File: src/rtl/stg1if_q.sv
// ---------------------------------------------------------------------------
// stg1if_q - instruction-fetch stage with an in-order prefetch queue
//
// Holds up to DEPTH {pc, instr} pairs returned by instruction memory and
// presents the oldest one to decode through a valid/ready handshake.
//
// Ports
//   iw_clk       : clock, all state updates on the rising edge
//   iw_rst_n     : asynchronous active-low reset
//   iw_mem_data  : instruction word returned by memory
//   iw_ia_valid  : iw_mem_data / iw_pc are valid this cycle
//   iw_pc        : address of iw_mem_data
//   ow_ia_ready  : queue can accept an entry this cycle
//   iw_flush     : discard every queued entry (branch / redirect)
//   ow_valid     : head entry valid toward decode
//   iw_ready     : decode accepts the head entry
//   ow_pc        : pc of the head entry (0 when empty)
//   ow_instr     : instruction of the head entry (0 when empty)
//   ow_count     : current occupancy, 0..DEPTH
//   ow_drop      : one-cycle pulse after an offer was refused because full
// ---------------------------------------------------------------------------
module stg1if_q #(
    parameter int ADDR_W = 24,
    parameter int DATA_W = 24,
    parameter int DEPTH  = 4,
    parameter int CNT_W  = $clog2(DEPTH + 1)
) (
    input  logic              iw_clk,
    input  logic              iw_rst_n,
    input  logic [DATA_W-1:0] iw_mem_data,
    input  logic              iw_ia_valid,
    input  logic [ADDR_W-1:0] iw_pc,
    output logic              ow_ia_ready,
    input  logic              iw_flush,
    output logic              ow_valid,
    input  logic              iw_ready,
    output logic [ADDR_W-1:0] ow_pc,
    output logic [DATA_W-1:0] ow_instr,
    output logic [CNT_W-1:0]  ow_count,
    output logic              ow_drop
);

    localparam int PTR_W = $clog2(DEPTH);
    localparam logic [CNT_W-1:0] FULL_CNT = CNT_W'(DEPTH);

    logic [ADDR_W-1:0] pc_mem_q    [DEPTH];
    logic [DATA_W-1:0] instr_mem_q [DEPTH];

    logic [PTR_W-1:0] wptr_q, wptr_d;
    logic [PTR_W-1:0] rptr_q, rptr_d;
    logic [CNT_W-1:0] count_q, count_d;
    logic             drop_q, drop_d;

    logic push;
    logic pop;

    // Ready and valid come only from the registered count, so decode's
    // iw_ready never reaches the memory side combinationally.
    assign ow_ia_ready = (count_q != FULL_CNT);
    assign ow_valid    = (count_q != '0);
    assign ow_count    = count_q;
    assign ow_drop     = drop_q;

    // Flush overrides both handshakes in the same cycle.
    assign push = iw_ia_valid & ow_ia_ready & ~iw_flush;
    assign pop  = ow_valid & iw_ready & ~iw_flush;

    // Empty queue shows a zero instruction so stale array contents never leak.
    assign ow_pc    = ow_valid ? pc_mem_q[rptr_q]    : '0;
    assign ow_instr = ow_valid ? instr_mem_q[rptr_q] : '0;

    // Next-state for pointers, occupancy and the overflow pulse.
    always_comb begin
        wptr_d  = wptr_q;
        rptr_d  = rptr_q;
        count_d = count_q;
        drop_d  = iw_ia_valid & ~ow_ia_ready & ~iw_flush;

        if (iw_flush) begin
            wptr_d  = '0;
            rptr_d  = '0;
            count_d = '0;
        end else begin
            if (push) begin
                wptr_d = wptr_q + PTR_W'(1);
            end
            if (pop) begin
                rptr_d = rptr_q + PTR_W'(1);
            end
            if (push && !pop) begin
                count_d = count_q + CNT_W'(1);
            end else if (pop && !push) begin
                count_d = count_q - CNT_W'(1);
            end
        end
    end

    // Control state, cleared immediately by reset.
    always_ff @(posedge iw_clk or negedge iw_rst_n) begin
        if (!iw_rst_n) begin
            wptr_q  <= '0;
            rptr_q  <= '0;
            count_q <= '0;
            drop_q  <= 1'b0;
        end else begin
            wptr_q  <= wptr_d;
            rptr_q  <= rptr_d;
            count_q <= count_d;
            drop_q  <= drop_d;
        end
    end

    // Storage array is deliberately not reset; the output mask hides it.
    always_ff @(posedge iw_clk) begin
        if (push) begin
            pc_mem_q[wptr_q]    <= iw_pc;
            instr_mem_q[wptr_q] <= iw_mem_data;
        end
    end

endmodule

File: config.mk
export PLATFORM = sky130hd
export DESIGN_NAME = stg1if_q
export DESIGN_NICKNAME = d
export VERILOG_FILES = /design/src/rtl/stg1if_q.sv
export SDC_FILE = /design/constraint.sdc
export NUM_CORES = 1
export LEC_CHECK = 0
export ABC_CLOCK_PERIOD_IN_PS = 3700
export CAP_MARGIN = 20
export CORE_UTILIZATION = 36
export CTS_CLUSTER_SIZE = 16
export DETAILED_ROUTE_END_ITERATION = 8
export HOLD_SLACK_MARGIN = 0.12
export PLACE_DENSITY = 0.52
export SETUP_SLACK_MARGIN = 0.5
export SLEW_MARGIN = 20
export SYNTH_ARGS = -nofsm -noshare
export SYNTH_HDL_FRONTEND = slang
export SYNTH_SLANG_ARGS = --single-unit
File: constraint.sdc
create_clock -name iw_clk -period 3.7 [get_ports iw_clk]
set_clock_uncertainty 0.05 [all_clocks]
set_input_delay 0.74 -clock iw_clk [delete_from_list [all_inputs] [get_ports iw_clk]]
set_output_delay 0.74 -clock iw_clk [all_outputs]
set_load 0.1 [all_outputs]
==> impl_metrics.ini, run 1 <==
[synthesis]
yosys_register_bits = 200
synthCells = 371
yosys_warnings = 0
synth_flop_cell = edfxtp_1
ys_types = 36
synthesis.area_sq_um = 7880
synth_edf_count = 192
avgSynthCellArea_sq_um = 21.2
yosysSeqAreaShare = 0.758
syn_nets = 429
async_flop_share = 0.0400

[clock_network]
cts_buffer_depth = 2
cts_sinks = 200
cts_htree_levels = 4
cts_root_buf = clkbuf_16
cts.clk_slew.worst_paths_ns = 0.07
cts_tree = done
cts_buffers = 17
clock_latency_ns = 0.43
ctsHoldBuffers = 0

[hold_path]
hold_path.class = flop to flop
min_from = wptr_q[1]

[cells_and_area]
nets = 550
drive_above_1_share = 0.325
final_common_cell = edfxtp_1
multi_input_area_sq_um = 1750
regArea_sq_um = 5970
antenna_cells = 0
syn_to_final_growth_pct = 25.5
final_cell_mix = edfxtp_1 (192), buf_4 (57), clkdlybuf4s50_1 (56), mux4_2 (48), and2_1 (40)
fillerInstances = 1793

[worst_setup_path]
r2r_cells = 7
path_buf_inv = 2
path_depth = 4
rr_endpoint = ow_count[1]
cp_max_fo = 29
cp_data_arrival_time_ns = 2.27
endpoint = ow_instr[12]
r2r_start = ow_count[1]
reg2reg_setup_slack_ns = 1.14
start_kind = flop
cp_top_family = flip-flops
critPathLaunch = rptr_q[1]
slowest_stage = dfrtp_2
critPathCaptureType = primary output
crit_chain = buf_12, mux4_2, and2_1, buf_4
crit_type = flop to primary output
required_ns = 2.91
slowest_delay_ns = 0.75

[timing]
layout_setup_ws_ns = 0.639
tightest_slew_ns = 0.970
period_share = 0.827
hold_viol = 0
rsz0062_at_grt = no
finalSetupViolCount = 0
finalSetupTns_ns = 0
slew_headroom = 0.351
min_period_ns = 3.06
slew_violations = 0
fmax_mhz = 327

[routing]
firstDrtPassIters = 4
drtIter0Drc = 156
avgRoutedWirePerCell_um = 19.5
vias = 3827
routed_wl_um = 15200
drc = 0
ant_nets = 0
via_per_inst = 4.91

[grt]
antenna_found_initial = 0
grt_max_degree = 36
grt_pass1_vias = 4071
track_usage = 0.145
grt-ovfl-total = 0
grt_pass1_wl_um = 23100

[floorplan]
dieWidth_um = 150
fp-row-count = 53
start_util = 0.371
fp.dieArea_sq_um = 22500
die_h_um = 150
ioPinCount = 107
core-area_sq_um = 21200

[run]
cap_violations = 0

[pwr]
power_per_cell_area_nw_per_um2 = 787
peakVddDrop_v = 0.000428
power.leakage_nw = 3.27

[place]
dpl.hpwl_um = 9180
gp_congestion = 0.743
dp_slack_ns = 0.519
io_buffers = 106

[run_status]
outcome = complete, no violations
## flip-flops by register name, indices dropped and copies added (netlist names)
register,cells
wptr_q,2
ow_drop,1
rptr_q,2
instr_mem_q,96
pc_mem_q,96
ow_count,3
## kinds of logic (layout without fill, tap and decap cells)
logic type | count (synthesis) | after routing | share of synthesized area
compound gates | 13 | 13 | 0.0111
fa+ha+maj | 5 | 5 | 0.00890
flops | 200 | 200 | 0.758
xor+xnor | 4 | 4 | 0.00540
simple gates | 74 | 74 | 0.0561
buf+inv | 26 | 160 | 0.0224
mux | 49 | 49 | 0.139
## worst min-delay path: cells and delay by family, from the launching register on
kind               cells  cell delay (ns)
AOI/OAI and AO/OA      1             0.06
DFF                    1             0.42
and+or+nand+nor        1             0.07
## power breakdown
part | internal [mW] | total [mW] | switching, mW
clock network | 1.08 | 1.90 | 0.818
registers | 2.61 | 2.67 | 0.0610
logic | 0.857 | 3.21 | 2.35
## worst min-delay path by stage
stage,to,slack [ns],cells after the start
3_3_place_gp,wptr_q[1],0.52,2
4_1_cts,ow_drop,0.55,1
3_5_place_dp,wptr_q[1],0.54,2
2_1_floorplan,ow_count[0],0.39,0
5_1_grt,ow_count[1],0.57,1
6_report,wptr_q[1],0.55,2
## synthesized netlist by cell type, types with 2 or more instances
cell,count,area (sq um)
nand2_1,5,18.8
o22ai_1,2,12.5
edfxtp_1,192,5770
a21oi_1,4,20.0
buf_1,3,11.3
nand3_1,3,15.0
nor2_1,5,18.8
inv_1,5,18.8
buf_2,3,15.0
and2_1,53,332
buf_6,8,90.1
clkbuf_1,5,18.8
mux4_2,48,1080
ha_1,4,50.1
dfrtp_1,8,200
nand2b_1,2,12.5
xnor2_1,2,17.5
## layout make-up
| class | instances | area share |
|---|---|---|
| Clock buffer | 18 | 0.0434 |
| Clock inverter | 14 | 0.0187 |
| Inverter | 5 | 0.00190 |
| Multi-Input combinational cell | 145 | 0.177 |
| Sequential cell | 200 | 0.604 |
| Tap cell | 275 | 0.0348 |
| Timing Repair Buffer | 123 | 0.119 |
## routing by layer
| layer | vias up | track usage | share of wire |
|---|---|---|---|
| met3 | 19 | 0.0418 | 0.059 |
| li1 | 1724 | - | - |
| met4 | 0 | 0.0606 | 0.019 |
| met5 | - | 0 | 0 |
| met1 | 1978 | 0.169 | 0.41 |
| met2 | 106 | 0.248 | 0.51 |
## metrics by stage
| step | cells | hold slack [ns] | util | total power, mW | area, sq um |
|---|---|---|---|---|---|
| 3_5_place_dp | 744 | 0.538 | 0.435 | 5.94 | 9220 |
| 3_3_place_gp | 744 | 0.523 | 0.435 | 5.93 | 9220 |
| 5_1_grt | 780 | 0.565 | 0.466 | 8.07 | 9890 |
| 6_report | 780 | 0.545 | 0.466 | 7.78 | 9890 |
| 4_1_cts | 780 | 0.547 | 0.466 | 7.88 | 9880 |
| 2_1_floorplan | 371 | 0.394 | - | 5.28 | 7890 |
## repair_timing
| action | 4_1_cts | 5_1_grt |
|---|---|---|
| gates resized for setup | 1 | 1 |
| setup endpoints to repair | 42 | 1 |
| buffers inserted | 4 | 0 |
Power figures use the tool's default switching activity.
==> run 2, diff against run 1 <==
Settings changed: ABC_CLOCK_PERIOD_IN_PS 3700 to 3150.
Clock period 3.7 ns to 3.15 ns, I/O delays scaled along.
==> impl_metrics.ini, run 2 (same netlist as run 1, synthesis figures left out) <==
[floorplan]
core-area_sq_um = 21200
die_h_um = 150
ioPinCount = 107
dieWidth_um = 150
start_util = 0.371
fp.dieArea_sq_um = 22500
fp-row-count = 53

[worst_setup_path]
start_kind = flop
reg2reg_setup_slack_ns = 0.88
r2r_start = ow_count[2]
required_ns = 2.47
crit_type = flop to primary output
r2r_cells = 7
cp_data_arrival_time_ns = 2.08
critPathCaptureType = primary output
rr_endpoint = ow_count[1]
cp_max_fo = 14

[cells_and_area]
antenna_cells = 0
final_common_cell = edfxtp_1
final_cell_mix = edfxtp_1 (192), clkdlybuf4s50_1 (52), mux4_2 (48), buf_12 (46), and2_2 (30)
fillerInstances = 1735
syn_to_final_growth_pct = 33.1
nets = 554
drive_above_1_share = 0.418

[pwr]
power_per_cell_area_nw_per_um2 = 939
peakVddDrop_v = 0.000606
power.leakage_nw = 3.47

[timing]
finalSetupViolCount = 0
finalSetupTns_ns = 0
whs_ns = 0.442
fmax_mhz = 362
slew_violations = 0
period_share = 0.877
min_period_ns = 2.76
tightest_slew_ns = 0.389
hold_viol = 0
rsz0062_at_grt = yes
slew_headroom = 0.740

[routing]
vias = 3858
via_per_inst = 4.92
ant_nets = 0
routed_wl_um = 15500
avgRoutedWirePerCell_um = 19.8
firstDrtPassIters = 4
drtIter0Drc = 150
drc = 0

[run_status]
outcome = complete, no violations

[grt]
track_usage = 0.150
grt-ovfl-total = 0
grt_pass1_vias = 4193
grt_pass1_wl_um = 24100
antenna_found_initial = 0
grt_max_degree = 50

[clock_network]
cts_root_buf = clkbuf_16
cts_buffers = 17
cts.clk_slew.worst_paths_ns = 0.07
ctsHoldBuffers = 0
cts_sinks = 200
cts_buffer_depth = 2
cts_htree_levels = 4
clock_latency_ns = 0.42
cts_tree = done

[place]
dpl.hpwl_um = 9020
gp_congestion = 0.691
io_buffers = 106

[run]
cap_violations = 0

[hold_path]
hold_path.class = input port to asynchronous set/reset pin
==> run 2: how the worst max path moves through the flow <==
stage	startpoint	end	slack [ns]
3_5_place_dp	iw_flush	ow_count[1]	0.48
3_3_place_gp	iw_flush	ow_count[1]	0.49
5_1_grt	rptr_q[0]	ow_pc[12]	0.29
2_1_floorplan	ow_count[2]	ow_count[1]	0.51
4_1_cts	rptr_q[0]	ow_pc[14]	0.36
6_report	rptr_q[0]	ow_instr[10]	0.39
==> run 2: final cells by class <==
type	instances	area, sq um	area share
clock inverters	15	144	0.0137
clock buffers	17	425	0.0406
flip-flops and latches	200	5980	0.570
well taps	275	344	0.0328
inverters	5	18.8	0.00179
multi-input cells	145	1830	0.174
repair buffers	127	1750	0.167
==> run 2: power by group <==
group          internal (mW)  total (mW)  switching, mW
logic                   1.71        4.64           2.93
registers               3.07        3.13         0.0654
clock network           1.11        2.08          0.969
total                   5.88        9.85           3.97
==> run 2: per-layer routing <==
layer,GRT usage,vias up,part of all wire
met3,0.0476,4,0.054
met1,0.185,2033,0.43
met4,0.0348,0,0.0042
met5,0,-,0
li1,-,1731,-
met2,0.255,90,0.51
==> run 2: repair_timing <==
item | in CTS | in global routing
cloned | 2 | 0
setup endpoints to repair | 49 | 48
resized for setup | 45 | 1
pin swaps | 0 | 0
buffers inserted | 2 | 0
==> run 2: through the flow <==
step	std cells	area, sq um	setup slack (ns)	total power, mW	utilization
floorplan	371	7950	0.512	6.28	-
global placement	748	9670	0.485	7.54	0.456
detailed placement	748	9670	0.483	7.54	0.456
CTS	784	10500	0.357	9.96	0.494
global route	784	10500	0.291	10.2	0.494
finish	784	10500	0.387	9.85	0.494
==> run 2: worst max-delay path, stage by stage (launching register included) <==
cell and delay (ns):
dfrtp_4 0.49, buf_16 0.19, mux4_2 0.52, and2_2 0.21, buf_4 0.23
==> run 3, diff against run 2 <==
Settings changed: CTS_CLUSTER_DIAMETER set to 150, PLACE_DENSITY 0.52 to not set.
==> impl_metrics.ini, run 3 (same netlist as run 1, synthesis figures left out) <==
[run_status]
outcome = complete, no violations

[floorplan]
fp.dieArea_sq_um = 22500
start_util = 0.371
fp-row-count = 53
ioPinCount = 107
core-area_sq_um = 21200
dieWidth_um = 150
die_h_um = 150

[worst_setup_path]
crit_type = flop to primary output
critPathCaptureType = primary output
endpoint = ow_instr[5]
r2r_start = ow_count[2]
slowest_delay_ns = 0.51
critPathLaunch = rptr_q[0]
start_kind = flop
slowest_stage = dfrtp_4
cp_max_fo = 5
reg2reg_setup_slack_ns = 0.77
rr_endpoint = ow_count[1]
required_ns = 2.47
r2r_cells = 8
cp_data_arrival_time_ns = 2.08
crit_chain = buf_6, clkbuf_16, mux4_2, and2_4, buf_12

[place]
dpl.hpwl_um = 8450
place_area_sq_um = 9630
io_buffers = 106
gp_congestion = 0.750

[cells_and_area]
design_area_sq_um = 10500
final_cell_mix = edfxtp_1 (192), clkdlybuf4s50_1 (52), mux4_2 (48), buf_12 (38), buf_4 (31)
drive_above_1_share = 0.411
nets = 559
final_common_cell = edfxtp_1
syn_to_final_growth_pct = 33.3
final_util = 0.495

[grt]
grt_max_degree = 49
antenna_found_initial = 1
grt-ovfl-total = 0
grt_pass1_vias = 4308
grt_pass1_wl_um = 23800
track_usage = 0.148

[clock_network]
cts_root_buf = clkbuf_16
cts_tree = done
cts.clk_slew.worst_paths_ns = 0.07
cts_sinks = 200
ctsHoldBuffers = 0
cts_buffer_depth = 2
clock_latency_ns = 0.43
cts_buffers = 17
cts_htree_levels = 4

[routing]
routed_wl_um = 15700
via_per_inst = 4.94
firstDrtPassIters = 5
drc = 0
drtIter0Drc = 205
avgRoutedWirePerCell_um = 19.9
ant_nets = 0
vias = 3901

[timing]
slew_headroom = 0.733
whs_ns = 0.438
slew_violations = 0
finalSetupViolCount = 0
rsz0062_at_grt = yes
tightest_slew_ns = 0.399
period_share = 0.875
finalSetupTns_ns = 0
hold_viol = 0
min_period_ns = 2.76
fmax_mhz = 363

[pwr]
peakVddDrop_v = 0.000561
p_total_mw = 10.0
power_per_cell_area_nw_per_um2 = 954
power.leakage_nw = 3.52

[run]
cap_violations = 0

[hold_path]
hold_path.class = input port to asynchronous set/reset pin
## run 3: critical path, delay by kind of cell (launching register included)
family,cells,cell delay (ns)
and+or+nand+nor,1,0.18
DFF,1,0.51
muxes,1,0.48
buffers and inverters,3,0.47
## run 3: final cells by class
class,instances,area (sq um)
Clock buffer,18,429
Timing Repair Buffer,132,1740
Antenna cell,1,2.50
Clock inverter,14,164
Tap cell,275,344
Fill cell,1734,10700
Multi-Input combinational cell,145,1830
Sequential cell,200,5980
Inverter,5,18.8
## run 3: repair_timing
| action | 4_1_cts | 5_1_grt |
|---|---|---|
| gates resized for setup | 14 | 16 |
| buffers inserted | 7 | 1 |
| gates cloned | 3 | 2 |
| pin swaps | 2 | 1 |
| setup endpoints to repair | 49 | 48 |
## run 3: through the flow
| stage | worst slack [ns] | std cells |
|---|---|---|
| CTS | 0.335 | 786 |
| global placement | 0.507 | 744 |
| detailed placement | 0.439 | 744 |
| finish | 0.394 | 790 |
| floorplan | 0.512 | 371 |
| global route | 0.325 | 789 |
## run 3: how the worst min path moves through the flow
stage / startpoint / to
after floorplan: iw_rst_n / ow_count[0]
after global placement: wptr_q[1] / wptr_q[1]
after detailed placement: wptr_q[1] / wptr_q[1]
after CTS: iw_rst_n / ow_drop
after global routing: iw_rst_n / ow_drop
final: iw_rst_n / ow_count[0]
## run 3: report_power, final
part	internal [mW]	leakage, nW	switching, mW
registers	3.07	1.84	0.0519
logic	1.75	1.39	2.98
clock network	1.20	0.288	0.977
total	6.01	3.52	4.00
## run 3: routing by layer
layer  share of wire  vias to the layer above  track usage  wire length, um
met5               0                        -            0                0
met4           0.018                        0       0.0576              280
met3           0.045                       23       0.0378              714
met2            0.50                       94        0.247             7890
met1            0.44                     2038        0.185             6860
li1                -                     1746            -                -
==> variant 1 (flow settings as in run 2) <==
`DATA_W`: 24 -> 48.
--- a/src/rtl/stg1if_q.sv
+++ b/src/rtl/stg1if_q.sv
@@ -21,7 +21,7 @@
 // ---------------------------------------------------------------------------
 module stg1if_q #(
     parameter int ADDR_W = 24,
-    parameter int DATA_W = 24,
+    parameter int DATA_W = 48,
     parameter int DEPTH  = 4,
     parameter int CNT_W  = $clog2(DEPTH + 1)
 ) (
Interface: changed (resized iw_mem_data and ow_instr); port bits go from 107 to 155. No check against the original RTL was run, so the function may have changed too.
==> variant 1 against run 2 <==
  * Critical path type unchanged
  * Worst hold slack worse by 0.10 ns
  * Worst setup slack got worse by 0.17 ns
  * Total power is 58% higher
  * Highest routed layer is now met5
  * Area after synthesis grew 45%
  * Sequential cell count up 96
  * Count of clock-buffer cells in the layout up 18
  * Die area increased by 45%
  * Combinational power grew 58%
  * Design area rose by 51%
  * Critical endpoint is now ow_pc[1]
  * Global-route usage is 0.47 points higher
  * Synthesized cell count up 41%
  * Maximum frequency fell by 5.7%
  * Routed wire length is 60% higher
==> variant 1: results <==
[logic_synthesis]
synthTopCellsByCount = "288 x edfxtp_1, 77 x and2_1, 72 x mux4_2"
syn-num-nets = 604
ys_top_cells_by_area = "edfxtp_1 76%, mux4_2 14%, and2_1 4.2%"
synth_edf_count = 288
ys_seq_area_share_pct = 77.3

[drt]
drt_pass1_iterations = 4
drt_iter0_markers = 319
vias_per_cell = 5.00
wl_per_cell_um = 21.9

[power_and_ir_drop]
peakVddDrop_uv = 764
swShare_pct = 38.1
leakage_nw = 5.27

[final_layout]
drive_gt1_share_pct = 42.1
num-nets-final = 798
fillers = 2462

[clock_tree]
htreeDepth = 1
clock_latency_ns = 0.54
clock_path_buffers = 3
cts_buffers = 31
cts_root_buffer = "clkbuf_16"

[global_routing]
grt_pass1_vias = 6247
gr-usage-all-layers_pct = 15.4
antenna_found_initial = 2
grt_pass1_wl_um = 37700

[timing]
slew_headroom_pct = 71.7

[placed_design]
gp_congestion = 0.759
portBuffers = 154

[critical_path]
crit_arrival_ns = 2.25
crit_fanout = 8
slowest_delay_ns = 0.54

[run_status]
status = "finished, final reports clean"
## variant 1: per-stage QoR
stage | hold slack (ns) | utilization (%) | power [mW] | instances | setup slack [ns]
2_1_floorplan | 0.284 | - | 9.12 | 522 | 0.512
3_3_place_gp | 0.505 | 45.7 | 11.1 | 1063 | 0.390
3_5_place_dp | 0.520 | 45.7 | 11.1 | 1063 | 0.315
4_1_cts | 0.324 | 51.1 | 15.7 | 1134 | 0.190
5_1_grt | 0.348 | 51.2 | 16.1 | 1135 | 0.157
6_report | 0.343 | 51.2 | 15.6 | 1136 | 0.219
## variant 1: timing repair
item	CTS	global route
buffers inserted	9	0
resized for setup	135	2
gates cloned	6	1
pin swaps	6	0
endpoints found under the setup margin	72	72
## variant 1: cell families after synthesis
| group | count (synthesis) | share of synthesized area, % |
|---|---|---|
| fa+ha+maj | 5 | 0.612 |
| buf+inv | 33 | 1.68 |
| mux | 73 | 14.2 |
| flops | 296 | 77.3 |
| xor+xnor | 4 | 0.306 |
| compound gates | 13 | 0.765 |
| simple gates | 98 | 5.10 |
## variant 1: final timing paths
path	start	end	slack, ns	cells after the start
worst max-delay path	rptr_q[0]$_DFFE_PN0P_	ow_pc[1]	0.22	5
worst min-delay path	iw_rst_n	ow_count[2]$_DFFE_PN0P_	0.34	1
max in group asynchronous	iw_rst_n	rptr_q[1]$_DFFE_PN0P_	2.37	1
worst min register to register	wptr_q[1]$_DFFE_PN0P_	wptr_q[1]$_DFFE_PN0P_	0.53	2
min in group iw_clk	wptr_q[1]$_DFFE_PN0P_	wptr_q[1]$_DFFE_PN0P_	0.53	2
worst max register to register	ow_count[2]$_DFFE_PN0P_	ow_count[1]$_DFFE_PN0P_	0.65	7
## variant 1: layout make-up
cell class	count	area, um^2	share of cell area (%)
inverter	5	18.8	0.119
timing repair buffer	189	2840	17.9
clock inverter	21	225	1.42
antenna	1	2.50	0.0158
multi-input combinational	193	2590	16.4
clock buffer	35	791	5.00
sequential	296	8860	56.0
tap	396	495	3.13
## variant 1: metal layers
layer | vias up | part of all wire [%] | GRT usage [%]
met5 | - | 0.052 | 0
met4 | 2 | 1.8 | 3.66
met3 | 46 | 5.5 | 3.15
met2 | 170 | 49 | 25.5
met1 | 2953 | 44 | 21.1
li1 | 2509 | - | -
## variant 1: worst max-delay path: cells and delay by family (launching register included)
kind	cells	cell delay [ns]
buffers and inverters	3	0.49
and+or+nand+nor	1	0.19
muxes	1	0.54
DFF	1	0.49
## variant 1: power groups by stage
stage	Combinational (mW)	Clock, mW	Sequential (mW)
detailed placement	6.42	0	4.73
floorplan	4.37	0	4.75
CTS	7.38	3.71	4.63
global route	7.58	3.84	4.64
finish	7.33	3.61	4.63
global placement	6.40	0	4.71
==> variant 2 (settings of run 2) <==
Made on the original files. Reset style: synchronous (`iw_rst_n`), changed in one clocked block. Comments in the files are not updated.
--- a/src/rtl/stg1if_q.sv
+++ b/src/rtl/stg1if_q.sv
@@ -96,7 +96,7 @@
     end
 
     // Control state, cleared immediately by reset.
-    always_ff @(posedge iw_clk or negedge iw_rst_n) begin
+    always_ff @(posedge iw_clk) begin
         if (!iw_rst_n) begin
             wptr_q  <= '0;
             rptr_q  <= '0;
Formal check against the unedited RTL: differs if iw_rst_n is asserted again (counterexample within 4 cycles, from zero or initial values and one cycle with iw_rst_n low); with iw_rst_n held inactive, the same outputs for 4 cycles.
==> variant 2 against run 2 <==
  * Global-route usage shrank 0.92 points
  * Sequential cell count grew 2
  * Design area shrank 1.8%
  * Via count shrank 2.7%
  * Register-to-register slack lost 0.02 ns
  * Worst hold slack gained 0.043 ns
  * Area after synthesis shrank 1.6%
  * Worst setup slack gained 0.0062 ns
  * Routed wire length shrank 2.7%
  * Sequential share of layout area grew 1.1 points
  * Critical path depth is the same
  * Largest cell class unchanged
Power is not compared: it rests on default switching activity, and its combinational part moved more than twofold at a synthesized area within 25%.
==> variant 2: results <==
[run_status]
status = "finished, final reports clean"

[clock_tree]
clock_latency_ns = 0.49
clock_path_buffers = 3

[timing]
slew_headroom_pct = 64.7
holdWs_ns = 0.485

[drt]
wl_met3_um = 801
wirelength_met1_um = 6550
vias_per_cell = 4.84
drt_iter0_markers = 179
routed-wl-met2_um = 7500

[logic_synthesis]
synth_mux_area_share_pct = 14.1
syn_inst = 357
synth_fa_ha_area_share_pct = 1.07
syn-num-nets = 416
async_flop_share_pct = 0
synth-compound-area-share_pct = 0.662
yosysUniqueCellTypes = 29

[critical_path]
crit_fanout = 13
slowest_delay_ns = 0.49

[placed_design]
gp_congestion = 0.680

[global_routing]
grt_pass1_wl_um = 23200
grt_use_met2_pct = 23.8
grt_pass1_vias = 4192

[hold_path]
worstHoldPathType = "reg -> reg"

[final_layout]
instances_no_fill = 775
drive_gt1_share_pct = 36.4
num-nets-final = 545

[power_and_ir_drop]
finalPower_mw = 6.40
## variant 2: what timing repair did
action                                  CTS  global route
gates resized for setup                   4             9
gates cloned                              0             2
endpoints found under the setup margin   49            48
hold endpoints to repair                  0             0
## variant 2: layout make-up
cell class              instances  area [um^2]
clock buffers                  27          621
clock inverters                12          115
fillers                      1761        10800
inverters                       3         11.3
multi-input cells             135         1710
flip-flops and latches        202         5980
well taps                     275          344
repair buffers                121         1520
## variant 2: worst min-delay path, delay by kind of cell, from the launching register on
kind	cells	cell delay [ns]
DFF	1	0.35
AOI/OAI and AO/OA	2	0.14
## variant 2: metrics by stage
stage / instance area, um^2 / setup slack (ns)
final: 10300 / 0.393
after floorplan: 7790 / 0.459
after global routing: 10300 / 0.314
after CTS: 10200 / 0.355
after global placement: 9450 / 0.377
after detailed placement: 9450 / 0.328
## variant 2: logic make-up after synthesis
logic type | Yosys count
AOI/OAI and AO/OA | 7
and+or+nand+nor | 69
buffers and inverters | 20
adders and majority gates | 6
muxes | 49
DFF | 202
xor gates and xnor gates | 4
